### config.mk
export PLATFORM = sky130hd
export DESIGN_NAME = pipe_hazard_ctrl_flat
export DESIGN_NICKNAME = d
export VERILOG_FILES = /design/src/rtl/pipe_hazard_ctrl_pkg.sv /design/src/rtl/pipe_hazard_ctrl_if.sv /design/src/rtl/pipe_hazard_ctrl_haz_detect.sv /design/src/rtl/pipe_hazard_ctrl.sv /design/src/flat_wrapper.sv
export SDC_FILE = /design/constraint.sdc
export NUM_CORES = 1
export LEC_CHECK = 0
export BUFFER_PORTS_ARGS = -buffer_cell sky130_fd_sc_hd__buf_2
export CAP_MARGIN = 10
export CELL_PAD_IN_SITES_DETAIL_PLACEMENT = 1
export CELL_PAD_IN_SITES_GLOBAL_PLACEMENT = 2
export CORE_MARGIN = 2
export CORE_UTILIZATION = 21
export CTS_BUF_LIST = sky130_fd_sc_hd__clkbuf_8
export DETAILED_ROUTE_END_ITERATION = 12
export PLACE_DENSITY = 0.83
export SYNTH_ARGS = -nofsm -noshare
export SYNTH_HDL_FRONTEND = slang
export SYNTH_SLANG_ARGS = --single-unit
### constraint.sdc
create_clock -name clk -period 1.23 [get_ports clk]
set_input_delay 0.123 -clock clk [delete_from_list [all_inputs] [get_ports clk]]
set_output_delay 0.123 -clock clk [all_outputs]
set_load 0.03 [all_outputs]
### src/rtl/pipe_hazard_ctrl_pkg.sv
// Shared types and constants for the pipeline hazard sequencer.
package pipe_pkg;

  typedef enum logic [1:0] {
    RUN      = 2'd0,
    FLUSH    = 2'd1,
    MEM_WAIT = 2'd2
  } state_t;

  localparam logic [4:0]  REG_ZERO         = 5'd0;
  localparam int unsigned MAX_MEM_WAIT_DEF = 15;

endpackage

### src/rtl/pipe_hazard_ctrl_if.sv
// Stage fields into, and pipeline register controls out of, the hazard sequencer.
interface pipe_hazard_ctrl_if;
  logic [4:0] ID_rs;
  logic [4:0] ID_rt;
  logic       ID_uses_rt;
  logic       EX_mem_read;
  logic [4:0] EX_mux_out;
  logic       MEM_branch;
  logic       MEM_zero;
  logic       MEM_mem_read;
  logic       MEM_mem_write;
  logic       MEM_ready;
  logic       pc_write;
  logic       pc_sel;
  logic       if_id_write;
  logic       if_id_flush;
  logic       id_ex_flush;
  logic       ex_mem_flush;
  logic       pipe_hold;
  logic       mem_timeout;

  modport master (
    output ID_rs, ID_rt, ID_uses_rt, EX_mem_read, EX_mux_out,
           MEM_branch, MEM_zero, MEM_mem_read, MEM_mem_write, MEM_ready,
    input  pc_write, pc_sel, if_id_write, if_id_flush, id_ex_flush,
           ex_mem_flush, pipe_hold, mem_timeout
  );

  modport slave (
    input  ID_rs, ID_rt, ID_uses_rt, EX_mem_read, EX_mux_out,
           MEM_branch, MEM_zero, MEM_mem_read, MEM_mem_write, MEM_ready,
    output pc_write, pc_sel, if_id_write, if_id_flush, id_ex_flush,
           ex_mem_flush, pipe_hold, mem_timeout
  );
endinterface

### src/rtl/pipe_hazard_ctrl_haz_detect.sv
// Combinational hazard conditions: load-use, taken branch, data-memory busy.
module haz_detect
  import pipe_pkg::*;
(
  input  logic [4:0] i_id_rs,
  input  logic [4:0] i_id_rt,
  input  logic       i_id_uses_rt,
  input  logic       i_ex_mem_read,
  input  logic [4:0] i_ex_rd,
  input  logic       i_mem_branch,
  input  logic       i_mem_zero,
  input  logic       i_mem_read,
  input  logic       i_mem_write,
  input  logic       i_mem_ready,
  output logic       o_lduse,
  output logic       o_taken,
  output logic       o_mem_busy
);

  logic w_rs_hit;
  logic w_rt_hit;

  assign w_rs_hit   = (i_ex_rd == i_id_rs);
  assign w_rt_hit   = i_id_uses_rt & (i_ex_rd == i_id_rt);
  assign o_lduse    = i_ex_mem_read & (i_ex_rd != REG_ZERO) & (w_rs_hit | w_rt_hit);
  assign o_taken    = i_mem_branch & i_mem_zero;
  assign o_mem_busy = (i_mem_read | i_mem_write) & ~i_mem_ready;

endmodule

### src/rtl/pipe_hazard_ctrl.sv
// Stall/flush sequencer for the 5-stage pipeline (RUN / FLUSH / MEM_WAIT).
// HAZ_PERF_CNT_EN adds saturating stall/flush/wait performance counters.
module pipe_hazard_ctrl
  import pipe_pkg::*;
#(
  parameter int unsigned MAX_MEM_WAIT = MAX_MEM_WAIT_DEF,
  parameter int unsigned WAIT_W       = 4
`ifdef HAZ_PERF_CNT_EN
  ,
  parameter int unsigned CNT_W        = 16
`endif
) (
  input  logic clk,
  input  logic startin,
  pipe_hazard_ctrl_if.slave bus
`ifdef HAZ_PERF_CNT_EN
  ,
  output logic [CNT_W-1:0] stall_cycles,
  output logic [CNT_W-1:0] flush_events,
  output logic [CNT_W-1:0] wait_cycles
`endif
);

  state_t            r_state;
  state_t            w_state_nxt;
  logic [WAIT_W-1:0] r_wait;
  logic [WAIT_W-1:0] w_wait_nxt;
  logic              r_timeout;
  logic              w_timeout_set;

  logic w_lduse;
  logic w_taken;
  logic w_mem_busy;
  logic w_eval;
  logic w_stall;
  logic w_flush;
  logic w_hold;
  logic w_pc_write;
  logic w_pc_sel;
  logic w_if_id_write;
  logic w_if_id_flush;
  logic w_id_ex_flush;
  logic w_ex_mem_flush;

  haz_detect u_haz_detect (
    .i_id_rs       (bus.ID_rs),
    .i_id_rt       (bus.ID_rt),
    .i_id_uses_rt  (bus.ID_uses_rt),
    .i_ex_mem_read (bus.EX_mem_read),
    .i_ex_rd       (bus.EX_mux_out),
    .i_mem_branch  (bus.MEM_branch),
    .i_mem_zero    (bus.MEM_zero),
    .i_mem_read    (bus.MEM_mem_read),
    .i_mem_write   (bus.MEM_mem_write),
    .i_mem_ready   (bus.MEM_ready),
    .o_lduse       (w_lduse),
    .o_taken       (w_taken),
    .o_mem_busy    (w_mem_busy)
  );

  always_comb begin
    w_state_nxt    = r_state;
    w_wait_nxt     = r_wait;
    w_timeout_set  = 1'b0;
    w_eval         = 1'b0;
    w_stall        = 1'b0;
    w_flush        = 1'b0;
    w_hold         = 1'b0;
    w_pc_write     = 1'b1;
    w_pc_sel       = 1'b0;
    w_if_id_write  = 1'b1;
    w_if_id_flush  = 1'b0;
    w_id_ex_flush  = 1'b0;
    w_ex_mem_flush = 1'b0;

    if (startin) begin
      w_state_nxt    = RUN;
      w_wait_nxt     = '0;
      w_pc_write     = 1'b0;
      w_if_id_write  = 1'b0;
      w_if_id_flush  = 1'b1;
      w_id_ex_flush  = 1'b1;
      w_ex_mem_flush = 1'b1;
    end else begin
      // Memory wait outranks everything; branch/load-use only resolved when
      // the MEM stage can advance (w_eval), and never in the FLUSH shadow.
      unique case (r_state)
        RUN, FLUSH: begin
          w_state_nxt = RUN;
          if (w_mem_busy) begin
            w_hold      = 1'b1;
            w_state_nxt = MEM_WAIT;
            w_wait_nxt  = WAIT_W'(1);
          end else begin
            w_eval = (r_state == RUN);
          end
        end
        MEM_WAIT: begin
          if (w_mem_busy) begin
            if (r_wait == WAIT_W'(MAX_MEM_WAIT)) begin
              w_timeout_set = 1'b1;
              w_state_nxt   = RUN;
              w_wait_nxt    = '0;
            end else begin
              w_hold     = 1'b1;
              w_wait_nxt = r_wait + WAIT_W'(1);
            end
          end else begin
            w_eval      = 1'b1;
            w_state_nxt = RUN;
            w_wait_nxt  = '0;
          end
        end
        default: w_state_nxt = RUN;
      endcase

      if (w_hold) begin
        w_pc_write    = 1'b0;
        w_if_id_write = 1'b0;
      end

      if (w_eval) begin
        if (w_taken) begin
          w_flush        = 1'b1;
          w_pc_sel       = 1'b1;
          w_if_id_flush  = 1'b1;
          w_id_ex_flush  = 1'b1;
          w_ex_mem_flush = 1'b1;
          w_state_nxt    = FLUSH;
        end else if (w_lduse) begin
          w_stall       = 1'b1;
          w_pc_write    = 1'b0;
          w_if_id_write = 1'b0;
          w_id_ex_flush = 1'b1;
        end
      end
    end
  end

  always_ff @(posedge clk) begin
    if (startin) begin
      r_state   <= RUN;
      r_wait    <= '0;
      r_timeout <= 1'b0;
    end else begin
      r_state <= w_state_nxt;
      r_wait  <= w_wait_nxt;
      if (w_timeout_set) r_timeout <= 1'b1;
    end
  end

  assign bus.pc_write     = w_pc_write;
  assign bus.pc_sel       = w_pc_sel;
  assign bus.if_id_write  = w_if_id_write;
  assign bus.if_id_flush  = w_if_id_flush;
  assign bus.id_ex_flush  = w_id_ex_flush;
  assign bus.ex_mem_flush = w_ex_mem_flush;
  assign bus.pipe_hold    = w_hold;
  assign bus.mem_timeout  = r_timeout;

`ifdef HAZ_PERF_CNT_EN
  logic [CNT_W-1:0] r_stall_cnt;
  logic [CNT_W-1:0] r_flush_cnt;
  logic [CNT_W-1:0] r_wait_cnt;

  always_ff @(posedge clk) begin
    if (startin) begin
      r_stall_cnt <= '0;
      r_flush_cnt <= '0;
      r_wait_cnt  <= '0;
    end else begin
      if (w_stall && (r_stall_cnt != '1)) r_stall_cnt <= r_stall_cnt + CNT_W'(1);
      if (w_flush && (r_flush_cnt != '1)) r_flush_cnt <= r_flush_cnt + CNT_W'(1);
      if (w_hold  && (r_wait_cnt  != '1)) r_wait_cnt  <= r_wait_cnt  + CNT_W'(1);
    end
  end

  assign stall_cycles = r_stall_cnt;
  assign flush_events = r_flush_cnt;
  assign wait_cycles  = r_wait_cnt;
`endif

endmodule

### src/flat_wrapper.sv
// flat-port wrapper written by rule: the top's interface ports become plain ports
module pipe_hazard_ctrl_flat import pipe_pkg::*;
#(
  parameter int unsigned MAX_MEM_WAIT = MAX_MEM_WAIT_DEF,
  parameter int unsigned WAIT_W       = 4

)
  (clk, startin, bus_ID_rs, bus_ID_rt, bus_ID_uses_rt, bus_EX_mem_read, bus_EX_mux_out, bus_MEM_branch, bus_MEM_zero, bus_MEM_mem_read, bus_MEM_mem_write, bus_MEM_ready, bus_pc_write, bus_pc_sel, bus_if_id_write, bus_if_id_flush, bus_id_ex_flush, bus_ex_mem_flush, bus_pipe_hold, bus_mem_timeout);
  pipe_hazard_ctrl_if bus_i ();
  input  logic clk;
  input  logic startin;
  input wire logic [$bits(bus_i.ID_rs)-1:0] bus_ID_rs;
  input wire logic [$bits(bus_i.ID_rt)-1:0] bus_ID_rt;
  input wire logic [$bits(bus_i.ID_uses_rt)-1:0] bus_ID_uses_rt;
  input wire logic [$bits(bus_i.EX_mem_read)-1:0] bus_EX_mem_read;
  input wire logic [$bits(bus_i.EX_mux_out)-1:0] bus_EX_mux_out;
  input wire logic [$bits(bus_i.MEM_branch)-1:0] bus_MEM_branch;
  input wire logic [$bits(bus_i.MEM_zero)-1:0] bus_MEM_zero;
  input wire logic [$bits(bus_i.MEM_mem_read)-1:0] bus_MEM_mem_read;
  input wire logic [$bits(bus_i.MEM_mem_write)-1:0] bus_MEM_mem_write;
  input wire logic [$bits(bus_i.MEM_ready)-1:0] bus_MEM_ready;
  output wire logic [$bits(bus_i.pc_write)-1:0] bus_pc_write;
  output wire logic [$bits(bus_i.pc_sel)-1:0] bus_pc_sel;
  output wire logic [$bits(bus_i.if_id_write)-1:0] bus_if_id_write;
  output wire logic [$bits(bus_i.if_id_flush)-1:0] bus_if_id_flush;
  output wire logic [$bits(bus_i.id_ex_flush)-1:0] bus_id_ex_flush;
  output wire logic [$bits(bus_i.ex_mem_flush)-1:0] bus_ex_mem_flush;
  output wire logic [$bits(bus_i.pipe_hold)-1:0] bus_pipe_hold;
  output wire logic [$bits(bus_i.mem_timeout)-1:0] bus_mem_timeout;
  assign bus_i.ID_rs = bus_ID_rs;
  assign bus_i.ID_rt = bus_ID_rt;
  assign bus_i.ID_uses_rt = bus_ID_uses_rt;
  assign bus_i.EX_mem_read = bus_EX_mem_read;
  assign bus_i.EX_mux_out = bus_EX_mux_out;
  assign bus_i.MEM_branch = bus_MEM_branch;
  assign bus_i.MEM_zero = bus_MEM_zero;
  assign bus_i.MEM_mem_read = bus_MEM_mem_read;
  assign bus_i.MEM_mem_write = bus_MEM_mem_write;
  assign bus_i.MEM_ready = bus_MEM_ready;
  assign bus_pc_write = bus_i.pc_write;
  assign bus_pc_sel = bus_i.pc_sel;
  assign bus_if_id_write = bus_i.if_id_write;
  assign bus_if_id_flush = bus_i.if_id_flush;
  assign bus_id_ex_flush = bus_i.id_ex_flush;
  assign bus_ex_mem_flush = bus_i.ex_mem_flush;
  assign bus_pipe_hold = bus_i.pipe_hold;
  assign bus_mem_timeout = bus_i.mem_timeout;
  pipe_hazard_ctrl #(.MAX_MEM_WAIT(MAX_MEM_WAIT), .WAIT_W(WAIT_W)) u_core (.clk(clk), .startin(startin), .bus(bus_i));
endmodule
# --- After elaboration in Yosys (flattened, before gate mapping) ---
# Cells that the tools add are included.
totals:
  register_bits: 7
  input_bits: 24
  out_inout_bits: 8
  elab_cells: 60
op_classes:
  add_sub_neg: 1
  eq_ne: 6
  muxes: 37
  bitwise: 8
  reduce_logical: 5
op_table:
  columns: ["op", "n"]
  rows:
  - ["$mux W1", 25]
  - ["$mux W4", 3]
  - ["$eq A5 B5 Y1", 2]
  - ["$mux W2", 5]
  - ["$pmux W4 S2", 1]
  - ["$and A1 B1 Y1", 5]
  - ["$reduce_bool A5 Y1", 1]
  - ["$add A4 B1 Y4 const B", 1]
  - ["$eq A4 B4 Y1 const B", 1]
  - ["$pmux W1 S2", 2]
  - ["$pmux W2 S2", 1]
  - ["$eq A2 B1 Y1 const B", 1]
  - ["$eq A2 B2 Y1 const B", 1]
  - ["$logic_not A2 Y1", 1]
  - ["$ne A2 B2 Y1 const B", 1]
  - ["$or A1 B1 Y1", 2]
  - ["$reduce_and A2 Y1", 1]
  - ["$reduce_bool A2 Y1", 1]
  - ["$reduce_or A2 Y1", 1]
  - ["$not A1 Y1", 1]

# --- Logic depth before layout (Yosys ltp) ---
depth:
  depth_word: 10
  depth_mapped: 5
  ltp_nobuf: 5

# --- Hierarchy ---
# Synthesis repeated with hierarchy kept, for this count alone.
unflattened:
  hier_cells: 72
  hier_area_um2: 540.5
modules_own_cells:
  columns: ["mod", "n_inst", "cells_each", "area_each_um2", "seq_area_each_um2"]
  rows:
  - ["pipe_hazard_ctrl", 1, 52, 394.1, 140.1]
  - ["haz_detect", 1, 20, 146.4, 0.0]

# --- Worst setup path after synthesis ---
# Ideal clock, no wire load.
synth_path:
  path_type: "flip-flop to output port"
  start: "register u_core.r_wait[0]"
  end: "output port bus_pc_write"
  arrival_ps: 1707
  t_required_ps: 1107
  path_slack_ps: -600
  path_stages_with_launch: 6
  n_path_buf: 1
  cell_sequence: "dfxtp_1 -> ha_1 -> and3_1 -> o21ai_0 -> a221oi_2 -> buf_4"
synth_via:
  elab_chain_len: 10
synth_lines:
  columns: ["item", "line_no", "text"]
  rows:
  - ["start, declared", "pipe_hazard_ctrl.sv:26", "logic [WAIT_W-1:0] r_wait;"]
  - ["start signal, assigned", "pipe_hazard_ctrl.sv:147", "r_wait <= w_wait_nxt;"]
  - ["$eq A4 B4 Y1 (*)", "pipe_hazard_ctrl.sv:100", "if (r_wait == WAIT_W'(MAX_MEM_WAIT)) begin"]
  - ["$mux W1 (*)", "pipe_hazard_ctrl.sv:100", null]
  - ["$mux W1 (*)", "pipe_hazard_ctrl.sv:99", "if (w_mem_busy) begin"]
  - ["$pmux W1 S2 (*)", "pipe_hazard_ctrl.sv:87", "unique case (r_state)"]
  - ["$mux W1 (*)", "pipe_hazard_ctrl.sv:76", "if (startin) begin"]
  - ["$mux W1 (*)", null, null]
  - ["$mux W1 (2 in series)", null, null]
  - ["$mux W1 (*) (2 in series)", null, null]
  - ["end, declared", "flat_wrapper.sv:22", "output wire logic [$bits(bus_i.pc_write)-1:0] bus_pc_write;"]
# Every way passes the cells marked *; elsewhere a longest branch is shown, timed or not. The select of a mux whose other input is x is not followed.

# --- Worst setup path after layout ---
layout_path:
  start: "register u_core.r_wait[0]"
  end: "output port bus_if_id_write"
layout_via:
  elab_chain_len: 10
layout_lines:
  columns: ["item", "line_no", "text"]
  rows:
  - ["$eq A4 B4 Y1 (*)", "pipe_hazard_ctrl.sv:100", null]
  - ["$mux W1 (*)", "pipe_hazard_ctrl.sv:100", null]
  - ["$mux W1 (*)", "pipe_hazard_ctrl.sv:99", null]
  - ["$pmux W1 S2 (*)", "pipe_hazard_ctrl.sv:87", null]
  - ["$mux W1 (*)", "pipe_hazard_ctrl.sv:76", null]
  - ["$mux W1 (*)", "pipe_hazard_ctrl.sv:117", "if (w_hold) begin"]
  - ["$mux W1", "pipe_hazard_ctrl.sv:130", "end else if (w_lduse) begin"]
  - ["$mux W1", "pipe_hazard_ctrl.sv:123", "if (w_taken) begin"]
  - ["$mux W1 (*)", "pipe_hazard_ctrl.sv:122", "if (w_eval) begin"]
  - ["$mux W1 (*)", "pipe_hazard_ctrl.sv:76", null]
  - ["end, declared", "flat_wrapper.sv:24", "output wire logic [$bits(bus_i.if_id_write)-1:0] bus_if_id_write;"]
# Marks and branches as above.

==> key figures <==
Global route
  • Largest net degree at the start of global routing: 12
  • First-pass GRT wire length: 3312 µm
  • Grt ovf: 0
  • Initial antenna violation count: 0
  • GRT Util Overall: between 10% and 20%
  • Vias in the first global route: about 740

Critical path
  • Crit end category: output port
  • CP cell instances: ha_4 -> and3_4 -> o21ai_4 -> a221oi_4 -> buf_6
  • CP required: between 1 and 1.5 ns
  • Slowest-stage cell, CP: dfxtp_2
  • Worst setup SP type: register
  • Worst path buffer plus inverter count: 1
  • WP depth: 5
  • Critical path class: reg -> out
  • Crit path max-delay family: compound AO/OA/AOI/OAI gates
  • R2R Path End: u_core.r_wait[0]$_SDFFE_PP0P_
  • Critical Path Source: u_core.r_wait[0]$_SDFFE_PP0P_
  • Worst reg2reg path depth: 7
  • Crit path to: bus_if_id_write
  • Worst reg2reg setup slack: -0.10 ns
  • Crit path max fanout: 3
  • Slowest stage delay, CP: ~0.34 ns
  • Reg-to-Reg Start: u_core.r_wait[0]$_SDFFE_PP0P_
  • Worst EP arrival: around 1.4 ns

Timing
  • Layout Skew: about 0.0033 ns
  • Fmax: ~650 MHz
  • Worst slew pin tran: about 0.3 ns
  • Min Tclk post-route: 1.541 ns
  • Hold Violations, Final: 0
  • Pins Over Slew Limit: 0
  • RSZ-0062 raised after global routing: yes
  • Max-slew headroom: about four fifths
  • Endpoints failing setup: 8
  • Worst setup slack after layout: -0.3112 ns
  • Tcrit/Tclk final: 125.3%

Pwr
  • VDD IR max: between 0.6 and 0.7 mV
  • Comb pwr share: 32.3%
  • Switching part of the total: 28.94%
  • Sequential Power Share: between 20 and 30%
  • PwrDens: 778.8 nW/µm²
  • Leakage: 0.4541 nW
  • Psw: roughly 0.24 mW
  • P_int: between 0.5 and 0.6 mW
  • Clock Power Share: 38.2%

Final layout
  • Register Area: 145.1 µm²
  • Util after Layout: between 30 and 40%
  • P&R area growth vs syn: 82.94%
  • Multi-input logic area: 485.5 µm²
  • Layout cell share with drive strength beyond 1: 64.10%
  • # diodes: 0
  • NumNets Final: between 100 and 150
  • Fill cells: 325

CTS
  • Root buffer cell: clkbuf_8
  • Maximum level of the CTS H-tree: 1
  • Clock transition at path regs: ~0.040 ns
  • CTS Buf Count: 3
  • Max Buffers Root-to-Sink: 2
  • Clk_lat worst skew: 0.23 ns
  • Clk sink count: 7
  • # hold bufs at CTS: 0
  • CTS tree: yes

Drt
  • Total iterations of the first detailed-routing run: 4
  • Detailed Route WL: approximately 2000 µm
  • Drt wl/cell: about 13 µm
  • Vias per inst: roughly 4.7
  • # DRC: 0
  • Vias: 693
  • Antenna Nets Post-Route: 0
  • DR iter-0 viols: 13

Placement
  • Post-DP HPWL: around 1500 µm
  • Port Buf Inserts: 31
  • Routability congestion estimate: about 0.79
  • Post-Place Worst Slack: -0.1819 ns

Logic synthesis
  • Number of synthesized flops with an enable pin: 0
  • Synth Instances: 69
  • Post-synthesis sequential area ratio: about a quarter
  • Count leader, synth: xnor2_1
  • Post-Syn Area: 579.3 µm²
  • Asr flop ratio synth: 0%
  • Synth Register Bits: 7
  • Share of the synthesized area in the top cell type: between 20% and 30%
  • Synth Area per Inst: 8.396 µm²
  • Synth cell types: 31
  • Synth top area cells: dfxtp_1 24%, xnor2_1 15%, and3_1 4.3%
  • Yosys warnings: 0
  • Post-synth top area cell: dfxtp_1
  • Post-synth top cells: 10 x xnor2_1, 7 x dfxtp_1, 6 x nand2_1, 6 x nor2_1, 4 x and3_1
  • Syn Nets: 94
  • Post-synth top flop: dfxtp_1

Floorplanning
  • Row Count: 19
  • Die Ht: between 50 and 60 µm
  • IO Count: 32
  • Die width: around 57 µm
  • Die area: between 3000 and 4000 µm²
  • CORE AREA: 2686 µm²
  • Starting Density: between 20% and 30%

Outcome
  • Run status: complete, but fails checks
  • Violated checks: negative setup slack

Job
  • MaxCap Viol Count: 0

Min path
  • Hold WC Path Type: in -> reg
[state kept, by name, indices dropped and copies added, names as in the netlist]
register                count
u_core.bus.mem_timeout      1
u_core.r_wait               4
u_core.r_state              2
[per-layer routing]
metal	wire, µm	GRT usage (%)	vias up	part of all wire, %
met5	0	0	-	0
met4	11	7.143	0	0.56
met3	58	3.456	2	3.0
met2	998	23.59	14	51
met1	881	15.33	332	45
li1	-	-	345	-
[timing repair]
item,CTS,global route
setup buffers,2,4
setup endpoints to repair,9,12
pin swaps,6,9
gates resized for setup,18,9
[power by group through the flow]
stage | combinational (mW) | sequential, mW | clock (mW)
detailed placement | 0.229 | 0.246 | 0
global placement | 0.223 | 0.246 | 0
floorplan | 0.141 | 0.247 | 0
CTS | 0.256 | 0.243 | 0.332
finish | 0.266 | 0.244 | 0.315
global route | 0.290 | 0.244 | 0.345
[through the flow]
step / area [µm²] / hold WS, ns / TNS, ns / cells / total power [mW]
after floorplan: 636.9 / 0.3219 / -0.4468 / 69 / 0.3872
after global placement: 890.9 / 0.4443 / -0.5333 / 140 / 0.4684
after detailed placement: 890.9 / 0.4592 / -0.6375 / 140 / 0.4753
after CTS: 1010 / 0.2127 / -1.392 / 146 / 0.8312
after global routing: 1060 / 0.2391 / -2.021 / 148 / 0.8798
final: 1060 / 0.2226 / -1.483 / 148 / 0.8253
[worst min-delay path by stage]
| stage | end | start | cells after the start | slack, ns |
|---|---|---|---|---|
| finish | u_core.r_wait[0]$_SDFFE_PP0P_ | startin | 2 | 0.22 |
| floorplan | u_core.r_wait[1]$_SDFFE_PP0P_ | bus_MEM_ready | 3 | 0.32 |
| detailed placement | u_core.r_wait[1]$_SDFFE_PP0P_ | startin | 2 | 0.46 |
| CTS | u_core.r_wait[1]$_SDFFE_PP0P_ | startin | 2 | 0.21 |
| global placement | u_core.bus.mem_timeout$_SDFFE_PP0P_ | u_core.bus.mem_timeout$_SDFFE_PP0P_ | 2 | 0.44 |
| global route | u_core.r_wait[0]$_SDFFE_PP0P_ | startin | 2 | 0.24 |
[placed cells by master, fill, tap and decap left out, drive strengths merged]
cell type	Yosys	routed
clkbuf	0	3
nor2	6	6
o22ai	1	1
and4bb	1	1
a221oi	1	1
nand4b	1	1
inv	1	2
o31ai	2	2
ha	1	1
nand2b	1	1
a31oi	2	2
nand2	6	6
nor3	2	2
buf	5	49
o21ba	1	1
nand4	2	2
a211oi	1	1
and3	4	4
nand3	2	2
nor2b	1	1
a22oi	2	2
and2	1	1
dfxtp	7	7
nor4	2	2
o21ai	3	3
xnor2	10	10
a31o	1	1
a21oi	2	2
[final cells by class]
type                       count  share of cell area [%]
clock buffer                   3                   3.896
clock inverter                 1                  0.3542
inverter                       1                  0.3542
multi-input combinational     56                   45.81
sequential                     7                   13.70
tap                           31                   3.660
timing repair buffer          49                   32.23
[cell families after synthesis]
family	synth area share (%)
buffers and inverters	7.126
xor gates and xnor gates	15.12
AOI/OAI and AO/OA	22.25
adders and majority gates	2.159
DFF	24.19
and+or+nand+nor	29.16
Power figures use the tool's default switching activity.
